`config.mk`:
```
export PLATFORM = sky130hd
export DESIGN_NAME = simon_input_conditioner_flat
export DESIGN_NICKNAME = d
export VERILOG_FILES = /design/src/rtl/simon_input_conditioner_if.sv /design/src/rtl/simon_input_conditioner.sv /design/src/flat_wrapper.sv
export SDC_FILE = /design/constraint.sdc
export NUM_CORES = 1
export LEC_CHECK = 0
export CORE_ASPECT_RATIO = 1.4
export CORE_UTILIZATION = 55
export CTS_CLUSTER_DIAMETER = 150
export DETAILED_ROUTE_END_ITERATION = 10
export GPL_ROUTABILITY_DRIVEN = 0
export PLACE_DENSITY = 0.8
export SLEW_MARGIN = 10
export SYNTH_ARGS = -nofsm -noshare
export SYNTH_HDL_FRONTEND = slang
export SYNTH_SLANG_ARGS = --single-unit
```
`constraint.sdc`:
```
create_clock -name clk -period 2.7 [get_ports clk]
set_input_delay 0.675 -clock clk [delete_from_list [all_inputs] [get_ports clk]]
set_output_delay 0.675 -clock clk [all_outputs]
set_load 0.1 [all_outputs]
```
`src/rtl/simon_input_conditioner_if.sv`:
```
// -----------------------------------------------------------------------------
// simon_input_conditioner_if
// Bundles the raw board inputs and the conditioned outputs of
// simon_input_conditioner.
//   master : the board/stimulus side. Drives the raw pins and observes the
//            conditioned signals.
//   slave  : the conditioner. Reads the raw pins and drives the conditioned
//            signals.
// Signals:
//   btn_raw, level_raw, pattern_raw[3:0]    raw asynchronous inputs
//   step, btn_db                            step pulse and debounced button
//   level_db, pattern_db[3:0]               debounced level/pattern values
//   level_snap, pattern_snap[3:0]           values captured at each step
// -----------------------------------------------------------------------------
interface simon_input_conditioner_if;
  logic       btn_raw;
  logic       level_raw;
  logic [3:0] pattern_raw;
  logic       step;
  logic       btn_db;
  logic       level_db;
  logic [3:0] pattern_db;
  logic       level_snap;
  logic [3:0] pattern_snap;

  modport master (
    output btn_raw, level_raw, pattern_raw,
    input  step, btn_db, level_db, pattern_db, level_snap, pattern_snap
  );

  modport slave (
    input  btn_raw, level_raw, pattern_raw,
    output step, btn_db, level_db, pattern_db, level_snap, pattern_snap
  );
endinterface

```
`src/rtl/simon_input_conditioner.sv`:
```
// -----------------------------------------------------------------------------
// simon_input_conditioner
// Front end for the Simon top level. It synchronises the raw push-button,
// level switch and pattern switches. It debounces them and produces:
//   - a one-clk step pulse for each debounced button press.
//   - debounced level/pattern values.
//   - level/pattern snapshots taken on the edge that raises step.
// Ports:
//   clk  : system clock
//   rst  : asynchronous, active-low reset. Clears all state while low.
//   bus  : simon_input_conditioner_if.slave, which carries the raw inputs
//          and the conditioned outputs.
// Parameters:
//   SYNC_STAGES     : synchroniser depth (2..4)
//   DEBOUNCE_CYCLES : number of stable cycles needed before a debounced
//                     value changes
//   CNT_W           : debounce counter width
// Build option:
//   SIMON_STEP_ON_RELEASE_EN : when defined, step fires on the debounced
//                              release instead of the debounced press.
//                              btn_db is unaffected.
// -----------------------------------------------------------------------------
module simon_input_conditioner #(
  parameter int SYNC_STAGES     = 2,
  parameter int DEBOUNCE_CYCLES = 50000,
  parameter int CNT_W           = 16
) (
  input logic                      clk,
  input logic                      rst,
  simon_input_conditioner_if.slave bus
);

  localparam logic [CNT_W-1:0] DB_LIMIT = CNT_W'(DEBOUNCE_CYCLES);
  localparam logic [CNT_W-1:0] CNT_ONE  = CNT_W'(1);

`ifdef SIMON_STEP_ON_RELEASE_EN
  localparam bit STEP_ON_RELEASE = 1'b1;
`else
  localparam bit STEP_ON_RELEASE = 1'b0;
`endif

  typedef enum logic [1:0] {
    IDLE         = 2'd0,
    PRESS_WAIT   = 2'd1,
    HELD         = 2'd2,
    RELEASE_WAIT = 2'd3
  } btn_state_t;

  // Synchroniser chain. Bit 5 is the button, bit 4 is the level switch and
  // bits [3:0] are the pattern switches.
  logic [SYNC_STAGES-1:0][5:0] sync_q, sync_d;
  logic                        btn_s;
  logic [4:0]                  grp_s;

  btn_state_t       state_q, state_d;
  logic [CNT_W-1:0] btn_cnt_q, btn_cnt_d;
  logic             step_q, step_d;

  logic [4:0]       grp_prev_q, grp_prev_d;
  logic [CNT_W-1:0] grp_cnt_q, grp_cnt_d;
  logic [4:0]       grp_db_q, grp_db_d;
  logic [4:0]       snap_q, snap_d;

  always_comb begin
    sync_d    = '0;
    sync_d[0] = {bus.btn_raw, bus.level_raw, bus.pattern_raw};
    for (int i = 1; i < SYNC_STAGES; i++) begin
      sync_d[i] = sync_q[i-1];
    end
  end

  assign btn_s = sync_q[SYNC_STAGES-1][5];
  assign grp_s = sync_q[SYNC_STAGES-1][4:0];

  // Button FSM. The registered step pulse is high in the cycle after the
  // qualifying edge. That cycle is the first one in which btn_db shows the
  // new level.
  always_comb begin
    state_d   = state_q;
    btn_cnt_d = '0;
    step_d    = 1'b0;
    case (state_q)
      IDLE: begin
        if (btn_s) begin
          state_d   = PRESS_WAIT;
          btn_cnt_d = CNT_ONE;
        end
      end
      PRESS_WAIT: begin
        if (!btn_s) begin
          state_d = IDLE;
        end else if (btn_cnt_q == DB_LIMIT) begin
          state_d = HELD;
          step_d  = !STEP_ON_RELEASE;
        end else begin
          btn_cnt_d = btn_cnt_q + CNT_ONE;
        end
      end
      HELD: begin
        if (!btn_s) begin
          state_d   = RELEASE_WAIT;
          btn_cnt_d = CNT_ONE;
        end
      end
      RELEASE_WAIT: begin
        if (btn_s) begin
          state_d = HELD;
        end else if (btn_cnt_q == DB_LIMIT) begin
          state_d = IDLE;
          step_d  = STEP_ON_RELEASE;
        end else begin
          btn_cnt_d = btn_cnt_q + CNT_ONE;
        end
      end
      default: state_d = IDLE;
    endcase
  end

  // Group debounce for level and pattern. Any change restarts the count.
  // The counter saturates at the limit. The debounced value loads on the
  // edge where the counter reaches the limit, so it appears
  // SYNC_STAGES + DEBOUNCE_CYCLES edges after the raw change.
  always_comb begin
    grp_prev_d = grp_s;
    grp_cnt_d  = grp_cnt_q;
    grp_db_d   = grp_db_q;
    if (grp_s != grp_prev_q) begin
      grp_cnt_d = '0;
    end else begin
      if (grp_cnt_q != DB_LIMIT) begin
        grp_cnt_d = grp_cnt_q + CNT_ONE;
      end
      if (grp_cnt_d == DB_LIMIT) begin
        grp_db_d = grp_s;
      end
    end
    // The snapshot reads the registered debounced value. If a group update
    // lands on the same edge as step, the snapshot keeps the old value.
    snap_d = step_d ? grp_db_q : snap_q;
  end

  always_ff @(posedge clk or negedge rst) begin
    if (!rst) begin
      sync_q     <= '0;
      state_q    <= IDLE;
      btn_cnt_q  <= '0;
      step_q     <= 1'b0;
      grp_prev_q <= '0;
      grp_cnt_q  <= '0;
      grp_db_q   <= '0;
      snap_q     <= '0;
    end else begin
      sync_q     <= sync_d;
      state_q    <= state_d;
      btn_cnt_q  <= btn_cnt_d;
      step_q     <= step_d;
      grp_prev_q <= grp_prev_d;
      grp_cnt_q  <= grp_cnt_d;
      grp_db_q   <= grp_db_d;
      snap_q     <= snap_d;
    end
  end

  assign bus.step         = step_q;
  assign bus.btn_db       = (state_q == HELD) || (state_q == RELEASE_WAIT);
  assign bus.level_db     = grp_db_q[4];
  assign bus.pattern_db   = grp_db_q[3:0];
  assign bus.level_snap   = snap_q[4];
  assign bus.pattern_snap = snap_q[3:0];

endmodule

```
`src/flat_wrapper.sv`:
```
// flat-port wrapper written by rule: the top's interface ports become plain ports
module simon_input_conditioner_flat 
#(
  parameter int SYNC_STAGES     = 2,
  parameter int DEBOUNCE_CYCLES = 50000,
  parameter int CNT_W           = 16
)
  (clk, rst, bus_btn_raw, bus_level_raw, bus_pattern_raw, bus_step, bus_btn_db, bus_level_db, bus_pattern_db, bus_level_snap, bus_pattern_snap);
  simon_input_conditioner_if bus_i ();
  input logic clk;
  input logic rst;
  input wire logic [$bits(bus_i.btn_raw)-1:0] bus_btn_raw;
  input wire logic [$bits(bus_i.level_raw)-1:0] bus_level_raw;
  input wire logic [$bits(bus_i.pattern_raw)-1:0] bus_pattern_raw;
  output wire logic [$bits(bus_i.step)-1:0] bus_step;
  output wire logic [$bits(bus_i.btn_db)-1:0] bus_btn_db;
  output wire logic [$bits(bus_i.level_db)-1:0] bus_level_db;
  output wire logic [$bits(bus_i.pattern_db)-1:0] bus_pattern_db;
  output wire logic [$bits(bus_i.level_snap)-1:0] bus_level_snap;
  output wire logic [$bits(bus_i.pattern_snap)-1:0] bus_pattern_snap;
  assign bus_i.btn_raw = bus_btn_raw;
  assign bus_i.level_raw = bus_level_raw;
  assign bus_i.pattern_raw = bus_pattern_raw;
  assign bus_step = bus_i.step;
  assign bus_btn_db = bus_i.btn_db;
  assign bus_level_db = bus_i.level_db;
  assign bus_pattern_db = bus_i.pattern_db;
  assign bus_level_snap = bus_i.level_snap;
  assign bus_pattern_snap = bus_i.pattern_snap;
  simon_input_conditioner #(.SYNC_STAGES(SYNC_STAGES), .DEBOUNCE_CYCLES(DEBOUNCE_CYCLES), .CNT_W(CNT_W)) u_core (.clk(clk), .rst(rst), .bus(bus_i));
endmodule
```
Yosys cells after proc, flatten, opt, wreduce, memory -nomap -nowiden
Cells that the tools add are included.
- flip-flop bits (word level): 62
- latch bits: 0
- RAM bits: 0
- ROM bits: 0
- input port bits: 8
- output and inout port bits: 12
- word-level logic and storage cells: 46
- memories: 0
- add/sub/neg operators: 2
- multipliers: 0
- divide/modulo/power cells: 0
- order comparisons: 0
- equality and inequality tests: 11
- shifts and indexed selects: 0
- muxes and demuxes: 19
- bitwise operators: 1
- reductions and logical operators: 4
- operator list (operator ; number):
    two-way mux 16 bit ; 6
    one-hot mux 16 bit (4 select lines) ; 1
    adder 16 x 1 -> 16 bit, second input constant ; 2
    == test 16 bit, second input constant ; 2
    != test 16 bit, second input constant ; 1
    two-way mux 2 bit ; 6
    one-hot mux 2 bit (4 select lines) ; 1
    two-way mux 1 bit ; 5
    != test 5 bit ; 1
    == test 2 bit, second input constant ; 2
    AND reduction 4 bit ; 1
    != test 3 x 1 -> 1 bit, second input constant ; 1
    != test 3 bit, second input constant ; 1
    == test 2 x 1 -> 1 bit, second input constant ; 1
    zero test 2 bit ; 1
    != test 2 x 1 -> 1 bit, second input constant ; 1
    != test 2 bit, second input constant ; 1
    AND reduction 2 bit ; 1
    logical OR 1 bit ; 1
    NOT 1 bit ; 1

Depth between registers and ports, before layout
Gate-level depths: netlist of run 1.
- word-level depth: 5
- mapped depth: 8
- depth with buffers taken out: 8

Least setup slack after synthesis of run 1
OpenSTA, ideal clock, no wires.
- path kind: reg2reg
- start: register u_core.grp_cnt_q[0]
- end: register u_core.grp_db_q[0]
- library setup time: 0.126 ns
- arrival time: 2.324 ns
- required time: 2.574 ns
- path slack: 0.251 ns
- stages on the path, launching flop included: 8
- path buffers: 0
- clock period less this slack: 2.449 ns
- cell sequence: dfrtp_1 > ha_1 > nand4_1 > nor4_1 > mux2i_1 > a31oi_1 > nor4_4 > mux2_2
- longest elaborated chain between the ends: 5
- elaborated cells between the ends (all ways): 6
- classes of those cells: add/sub (1); eq/ne (2); mux (2); reduce/logical (1)
- RTL lines (element ; line ; text):
    start, declared ; simon_input_conditioner.sv:60 ; logic [CNT_W-1:0] grp_cnt_q, grp_cnt_d;
    start signal, assigned ; simon_input_conditioner.sv:158 ; grp_cnt_q <= grp_cnt_d;
    adder 16 x 1 -> 16 bit / != test 16 bit (equally long branches) ; simon_input_conditioner.sv:131, simon_input_conditioner.sv:130 ;
    two-way mux 16 bit * ; simon_input_conditioner.sv:130 ; if (grp_cnt_q != DB_LIMIT) begin
    two-way mux 16 bit * ; simon_input_conditioner.sv:127 ; if (grp_s != grp_prev_q) begin
    == test 16 bit * ; simon_input_conditioner.sv:133 ; if (grp_cnt_d == DB_LIMIT) begin
    AND reduction 2 bit (no source line) * ; - ;
    end signal, assigned ; simon_input_conditioner.sv:159 ; grp_db_q <= grp_db_d;
    end, declared ; simon_input_conditioner.sv:61 ; logic [4:0] grp_db_q, grp_db_d;
Every way passes the cells marked *; elsewhere a longest branch is shown, timed or not. The select of a mux whose other input is x is not followed.
A chain may end at the register's enable or synchronous reset.

Final worst setup path of run 1
- start: register u_core.grp_cnt_q[1]
- end: register u_core.grp_db_q[2]
The elaborated chain is that of the path after synthesis.

==> impl_metrics.yaml, run 1 <==
pwr:
  p_clk_share_pct: 41.9
  pwr-share-seq_pct: 54.8
  power.switching_mw: 0.4352
  power.ir.vdd_worst_v: 0.0004719
  cellLeakagePower_nw: 1.395
  internal-power_mw: 1.310
  share_comb_of_total_power_pct: 3.3
  switching_share_pct: 24.94
  power_per_cell_area_nw_per_um2: 530.0
clock_network:
  clock-root-buffer: "sky130_fd_sc_hd__clkbuf_8"
  cts_num_sinks: 62
  cts.hold.buffers_added: 0
  clock_pin_slew_on_the_worst_setup_and_hold_paths_ns: 0.08
  ctsHtreeMaxLevel: 3
  insertion_delay_ns: 0.34
  tritoncts_clock_tree: "yes"
  clockBufferDepth: 2
  tritoncts_buffer_count: 9
logic_synthesis:
  cell_area_synth_um2: 2846
  ys.warnings.count: 0
  syn_area_per_cell_um2: 11.08
  synth-edff-count: 0
  ys_ff_latch: 62
  synth.area.top_cells: "sky130_fd_sc_hd__dfrtp_1 55%, sky130_fd_sc_hd__xnor2_1 5.2%, sky130_fd_sc_hd__xor2_1 5.2%"
  syn-instance-count: 257
  yosysTopAreaCell: "sky130_fd_sc_hd__dfrtp_1"
  synth_top_area_share_pct: 54.51
  synth.net_count: 269
  postSynth.topFlopCell: "sky130_fd_sc_hd__dfrtp_1"
  synth_commonest_cells: "62 x sky130_fd_sc_hd__dfrtp_1, 35 x sky130_fd_sc_hd__nor2_1, 17 x sky130_fd_sc_hd__xnor2_1, 17 x sky130_fd_sc_hd__xor2_1"
  synth_seq_area_share_pct: 54.51
  async_flop_share_pct: 100.0
  post_synth_num_cell_types: 47
  synth.most_common_cell: "sky130_fd_sc_hd__dfrtp_1"
timing:
  slew_headroom_pct: 49.72
  final.period_utilization_pct: 97.33
  final_hold_vios: 0
  finalMaxSlewViolations: 0
  max_freq_mhz: 380.5
  min_period_ns: 2.628
  actual_slew_at_the_worst_max_slew_pin_ns: 0.7542
  postLayoutSetupSlackWorst_ns: 0.07202
  finalClockSkew_ns: 0.006544
  setup_viol_count_final: 0
place:
  io_buffer_count: 19
  dpl.hpwl_um: 3511
  dp_slack_ns: 0.05044
  placedCellCount: 339
floorplan:
  core_rows: 30
  core_area_um2: 4917
  design.die.area_um2: 5471
  initial_utilization_pct: 57.89
  die_height_um: 87.12
  ioPinCount: 20
  die_width_um: 62.80
layout:
  final_layout_size_suffix_gt1_share_pct: 19.52
  antenna_cells: 0
  design.final.nets: 299
  final-instance-count-excl-fill: 356
  fillCellCount: 384
  area_delta_synth_final_pct: 15.65
  multi_input_comb_area_um2: 1219
  sequential_cell_area_in_the_final_layout_um2: 1551
critical_path:
  worst_setup_path_start_kind: "flip-flop"
  data_arrival_time_of_the_critical_path_ns: 2.86
  crit_fanout: 6
  worst_setup_path_end_kind: "flip-flop"
  cp_data_required_time_ns: 2.93
  critical_path_class: "flip-flop to flip-flop"
route:
  detail_route.first_pass.iterations: 5
  drcViolationCount: 0
  ant_nets: 0
  vias_per_instance: 5.559
  detailed_route_iter0_violations: 129
  detail_route.wirelength_um: 5191
  average_detailed_routed_wire_length_per_instance_um: 14.58
  vias: 1979
run:
  drv.max_cap_violation_count: 0
grt:
  wire_length_of_the_first_global_routing_pass_um: 8859
  antenna_found_initial: 0
  globalRoute.totalOverflow: 0
  globalRouteTotalUtil_pct: 21.88
  first_global_vias: 1971
  grt_start_max_net_pins: 63
worst_hold_path:
  min-delay-path-class: "flip-flop to flip-flop"
run_status:
  status: "finished clean"
routing by layer:
layer	GRT usage, %	vias to the layer above	routed length, um
met5	0	-	0
met4	13.95	0	142
met3	5.366	15	202
met2	36.66	48	2597
met1	25.11	971	2249
li1	-	945	-
worst paths after layout:
kind                                      from  depth (start not counted)  slack (ns)                   to
min                          u_core.sync_d[11]                          0        0.35         u_core.btn_s
max in group asynchronous                  rst                          2        1.72     u_core.sync_d[7]
max                        u_core.grp_cnt_q[1]                          8        0.07   u_core.grp_db_q[2]
max reg2reg                u_core.grp_cnt_q[1]                          8        0.07   u_core.grp_db_q[2]
min in group asynchronous                  rst                          2        0.48  u_core.grp_cnt_q[6]
min reg2reg                  u_core.sync_d[11]                          0        0.35         u_core.btn_s
kinds of logic (layout without fill, tap and decap cells):
| family | count (synthesis) | after routing | share of synthesized area [%] |
|---|---|---|---|
| adder cells (fa/ha/maj) | 4 | 4 | 1.758 |
| multiplexers | 12 | 12 | 4.703 |
| AO/OA/AOI/OAI | 17 | 17 | 4.220 |
| flip-flops | 62 | 62 | 54.51 |
| XOR/XNOR | 34 | 34 | 10.46 |
| AND/OR/NAND/NOR | 108 | 108 | 21.49 |
| buffers and inverters | 20 | 55 | 2.857 |
state kept, by name, summed over array words and instances, names as in the netlist, named ones only:
| name | cells |
|---|---|
| u_core.grp_cnt_q | 16 |
| u_core.grp_prev_d | 5 |
| u_core.state_q | 1 |
| u_core.snap_q | 5 |
| u_core.grp_db_q | 5 |
| u_core.btn_s | 1 |
| u_core.btn_cnt_q | 16 |
| u_core.bus.step | 1 |
| u_core.grp_prev_q | 5 |
| u_core.sync_d | 6 |
power by group through the flow:
stage | clock, mW | combinational, mW | sequential (mW)
after detailed placement | 0 | 0.0582 | 0.974
final | 0.732 | 0.0570 | 0.956
after floorplan | 0 | 0.0222 | 0.971
after global placement | 0 | 0.0569 | 0.973
after CTS | 0.758 | 0.0586 | 0.956
after global routing | 0.795 | 0.0655 | 0.958
timing repair:
item	CTS	global route
buffers inserted	0	1
resized for setup	0	2
endpoints found under the setup margin	0	5
critical path, stage by stage (launching register included):
cell and delay, ns:
sky130_fd_sc_hd__dfrtp_1 0.42, sky130_fd_sc_hd__ha_2 0.26, sky130_fd_sc_hd__and2_4 0.18, sky130_fd_sc_hd__nand4_1 0.12
sky130_fd_sc_hd__xor2_1 0.18, sky130_fd_sc_hd__or4b_4 0.54, sky130_fd_sc_hd__nor4_4 0.30, sky130_fd_sc_hd__buf_4 0.19
sky130_fd_sc_hd__mux2_2 0.33
cell usage in the layout, fill, tap and decap left out, types with 4 or more instances in the layout:
cell type and count:
sky130_fd_sc_hd__clkdlybuf4s50_1 6, sky130_fd_sc_hd__dfrtp_1 62, sky130_fd_sc_hd__xnor2_1 17, sky130_fd_sc_hd__nand3_1 9, sky130_fd_sc_hd__nand4_1 9, sky130_fd_sc_hd__nor3_1 4, sky130_fd_sc_hd__nor4_1 6, sky130_fd_sc_hd__inv_1 12
sky130_fd_sc_hd__nand2_1 12, sky130_fd_sc_hd__buf_4 20, sky130_fd_sc_hd__clkbuf_8 9, sky130_fd_sc_hd__xor2_1 17, sky130_fd_sc_hd__o21ai_0 4, sky130_fd_sc_hd__nor2_1 35, sky130_fd_sc_hd__mux2_2 11
stage by stage:
step                      setup TNS (ns)  area (um2)  util [%]  power [mW]  hold WS, ns
after floorplan                        0        2846         -      0.9936       0.3312
after global placement                 0        3098     63.00       1.030       0.3354
after detailed placement               0        3098     63.00       1.032       0.3355
after CTS                              0        3279     66.69       1.773       0.3484
after global routing            -0.08072        3292     66.95       1.818       0.3544
final                                  0        3292     66.95       1.745       0.3470
area by class of cell:
class / count / share of cell area (%)
clock inverter: 7 / 1.748
multi-input combinational: 175 / 37.02
tap: 64 / 2.433
clock buffer: 9 / 3.763
inverter: 12 / 1.368
sequential: 62 / 47.13
timing repair buffer: 27 / 6.537
(Power assumes the default switching activity.)
==> inputs of run 2 (changes only) <==
--- a/config.mk
+++ b/config.mk
@@ -7,6 +7,7 @@
 export LEC_CHECK = 0
 export CORE_ASPECT_RATIO = 1.4
 export CORE_UTILIZATION = 55
+export CTS_BUF_LIST = sky130_fd_sc_hd__clkbuf_2 sky130_fd_sc_hd__clkbuf_4 sky130_fd_sc_hd__clkbuf_8
 export CTS_CLUSTER_DIAMETER = 150
 export DETAILED_ROUTE_END_ITERATION = 10
 export GPL_ROUTABILITY_DRIVEN = 0
==> results of run 2 <==
No change in the layout: final DEF, timing and power equal those of run 1.
==> inputs of run 3 (changes only) <==
--- a/config.mk
+++ b/config.mk
@@ -12,6 +12,7 @@
 export DETAILED_ROUTE_END_ITERATION = 10
 export GPL_ROUTABILITY_DRIVEN = 0
 export PLACE_DENSITY = 0.8
+export RECOVER_POWER = 50
 export SLEW_MARGIN = 10
 export SYNTH_ARGS = -nofsm -noshare
 export SYNTH_HDL_FRONTEND = slang
==> constraint.sdc (replaced) <==
create_clock -name clk -period 3.2 [get_ports clk]
set_input_delay 0.8 -clock clk [delete_from_list [all_inputs] [get_ports clk]]
set_output_delay 0.8 -clock clk [all_outputs]
set_load 0.1 [all_outputs]
==> impl_metrics.yaml, run 3 (synthesized netlist as in run 1, its figures left out) <==
route:
  drcViolationCount: 0
  detail_route.first_pass.iterations: 4
  ant_nets: 0
  vias_per_instance: 5.554
  detail_route.wirelength_um: 5267
  average_detailed_routed_wire_length_per_instance_um: 14.96
  detailed_route_iter0_violations: 118
  vias: 1955
clock_network:
  insertion_delay_ns: 0.35
  cts.hold.buffers_added: 0
  clockBufferDepth: 2
  cts.repair_timing.setup_buffer_count: 0
  tritoncts_buffer_count: 9
  post_cts_resize_count: 0
  tritoncts_clock_tree: "yes"
  clock-root-buffer: "sky130_fd_sc_hd__clkbuf_8"
  ctsHtreeMaxLevel: 3
  clock_pin_slew_on_the_worst_setup_and_hold_paths_ns: 0.07
  cts_num_sinks: 62
worst_hold_path:
  min-delay-path-class: "flip-flop to flip-flop"
critical_path:
  timing.reg2reg.setup_slack_ns: 0.35
  worst_r2r_endpoint: "u_core.grp_db_q[1]"
  timing.rr.start: "u_core.grp_cnt_q[0]"
  worst_setup_path_end_kind: "flip-flop"
  cp_data_required_time_ns: 3.42
  ff2ff_path_depth: 7
  crit_fanout: 7
  critical_path_class: "flip-flop to flip-flop"
  worst_setup_path_start_kind: "flip-flop"
  crit_path_end: "u_core.grp_db_q[1]"
  data_arrival_time_of_the_critical_path_ns: 3.08
  startpoint: "u_core.grp_cnt_q[0]"
pwr:
  power.ir.vdd_worst_v: 0.0003847
  power_per_cell_area_nw_per_um2: 477.1
  p_clk_share_pct: 45.5
  internal-power_mw: 1.214
  share_comb_of_total_power_pct: 2.8
  power.switching_mw: 0.3483
  cellLeakagePower_nw: 1.393
  pwr-share-seq_pct: 51.7
  switching_share_pct: 22.29
layout:
  layout_commonest_cell: "sky130_fd_sc_hd__dfrtp_1"
  final_layout_size_suffix_gt1_share_pct: 16.67
  antenna_cells: 0
  final_core_util_pct: 66.62
  final_cell_mix: "62 x sky130_fd_sc_hd__dfrtp_1, 35 x sky130_fd_sc_hd__nor2_1, 17 x sky130_fd_sc_hd__xor2_1, 17 x sky130_fd_sc_hd__xnor2_1, 14 x sky130_fd_sc_hd__buf_4"
  area_delta_synth_final_pct: 15.08
  design.final.nets: 295
grt:
  grt_start_max_net_pins: 31
  globalRoute.totalOverflow: 0
  first_global_vias: 1925
  wire_length_of_the_first_global_routing_pass_um: 9018
  globalRouteTotalUtil_pct: 22.32
  antenna_found_initial: 0
run_status:
  violations: "capacitance limit, slew limit"
  status: "finished with violations"
floorplan:
  design.die.area_um2: 5471
  ioPinCount: 20
  core_rows: 30
  initial_utilization_pct: 57.89
  die_width_um: 62.80
  core_area_um2: 4917
  die_height_um: 87.12
place:
  io_buffer_count: 19
  dpl.hpwl_um: 3700
timing:
  finalClockSkew_ns: 0.01042
  setup_viol_count_final: 0
  final.setup.tns_ns: 0
  actual_slew_at_the_worst_max_slew_pin_ns: 1.502
  min_period_ns: 2.855
  final.period_utilization_pct: 89.21
  finalMaxSlewViolations: 30
  slew_headroom_pct: -0.1426
  final_hold_vios: 0
  grt_setup_unrepaired: "false"
  max_freq_mhz: 350.3
run:
  drv.max_cap_violation_count: 1
-- run 3: changes by cell type in the layout (fill, tap and decap cells not counted), moves of 2 or more --
cell,previous run,this run
sky130_fd_sc_hd__buf_4,20,14
sky130_fd_sc_hd__clkdlybuf4s50_1,6,0
sky130_fd_sc_hd__dlygate4sd3_1,0,6
sky130_fd_sc_hd__clkbuf_1,0,3
sky130_fd_sc_hd__clkinvlp_4,3,0
sky130_fd_sc_hd__inv_6,3,0
sky130_fd_sc_hd__clkbuf_8,9,11
sky130_fd_sc_hd__clkinv_2,0,2
-- run 3: routing by layer --
layer,wire (um),up-vias,track usage [%],share of wire (%)
li1,-,935,-,-
met1,2274,959,25.94,43
met2,2627,47,36.76,50
met3,217,14,6.283,4.1
met4,147,0,13.53,2.8
met5,0,-,0,0
-- run 3: layout make-up --
type	count	area (um2)
flip-flops and latches	62	1551
well taps	64	80.08
repair buffers	23	176.4
inverters	12	45.04
fillers	369	1642
clock inverters	5	57.56
multi-input cells	175	1214
clock buffers	11	151.4
-- run 3: worst min path at each step --
stage,start,endpoint,depth (start not counted)
detailed placement,u_core.sync_d[11],u_core.btn_s,0
global placement,u_core.sync_d[8],u_core.grp_prev_d[2],0
global route,u_core.sync_d[9],u_core.grp_prev_d[3],0
CTS,rst,u_core.grp_cnt_q[4],1
floorplan,u_core.sync_d[11],u_core.btn_s,0
finish,u_core.sync_d[6],u_core.grp_prev_d[0],0
-- run 3: power groups by stage --
stage	logic (mW)	clock network, mW	registers, mW
6_report	0.0442	0.711	0.807
5_1_grt	0.0519	0.755	0.808
3_3_place_gp	0.0475	0	0.821
3_5_place_dp	0.0487	0	0.822
2_1_floorplan	0.0188	0	0.820
4_1_cts	0.0490	0.721	0.807
-- run 3: stage by stage --
stage                     power (mW)  hold WS [ns]  area (um2)  std cells  setup WS [ns]
after floorplan               0.8384        0.3312        2846        257         0.7509
after global placement        0.8689        0.3372        3075        336         0.5692
after detailed placement      0.8709        0.3365        3075        336         0.3685
after CTS                      1.578        0.3051        3284        352         0.3485
after global routing           1.615        0.3585        3276        352         0.1137
final                          1.563        0.3513        3276        352         0.3452
-- run 3: critical path, cell delays in order, from the launching register on --
cell,delay [ns]
sky130_fd_sc_hd__dfrtp_1,0.44
sky130_fd_sc_hd__ha_1,0.29
sky130_fd_sc_hd__nand4_1,0.18
sky130_fd_sc_hd__nor4_1,0.57
sky130_fd_sc_hd__mux2i_1,0.25
sky130_fd_sc_hd__a31oi_1,0.14
sky130_fd_sc_hd__nor4_4,0.48
sky130_fd_sc_hd__mux2_2,0.38
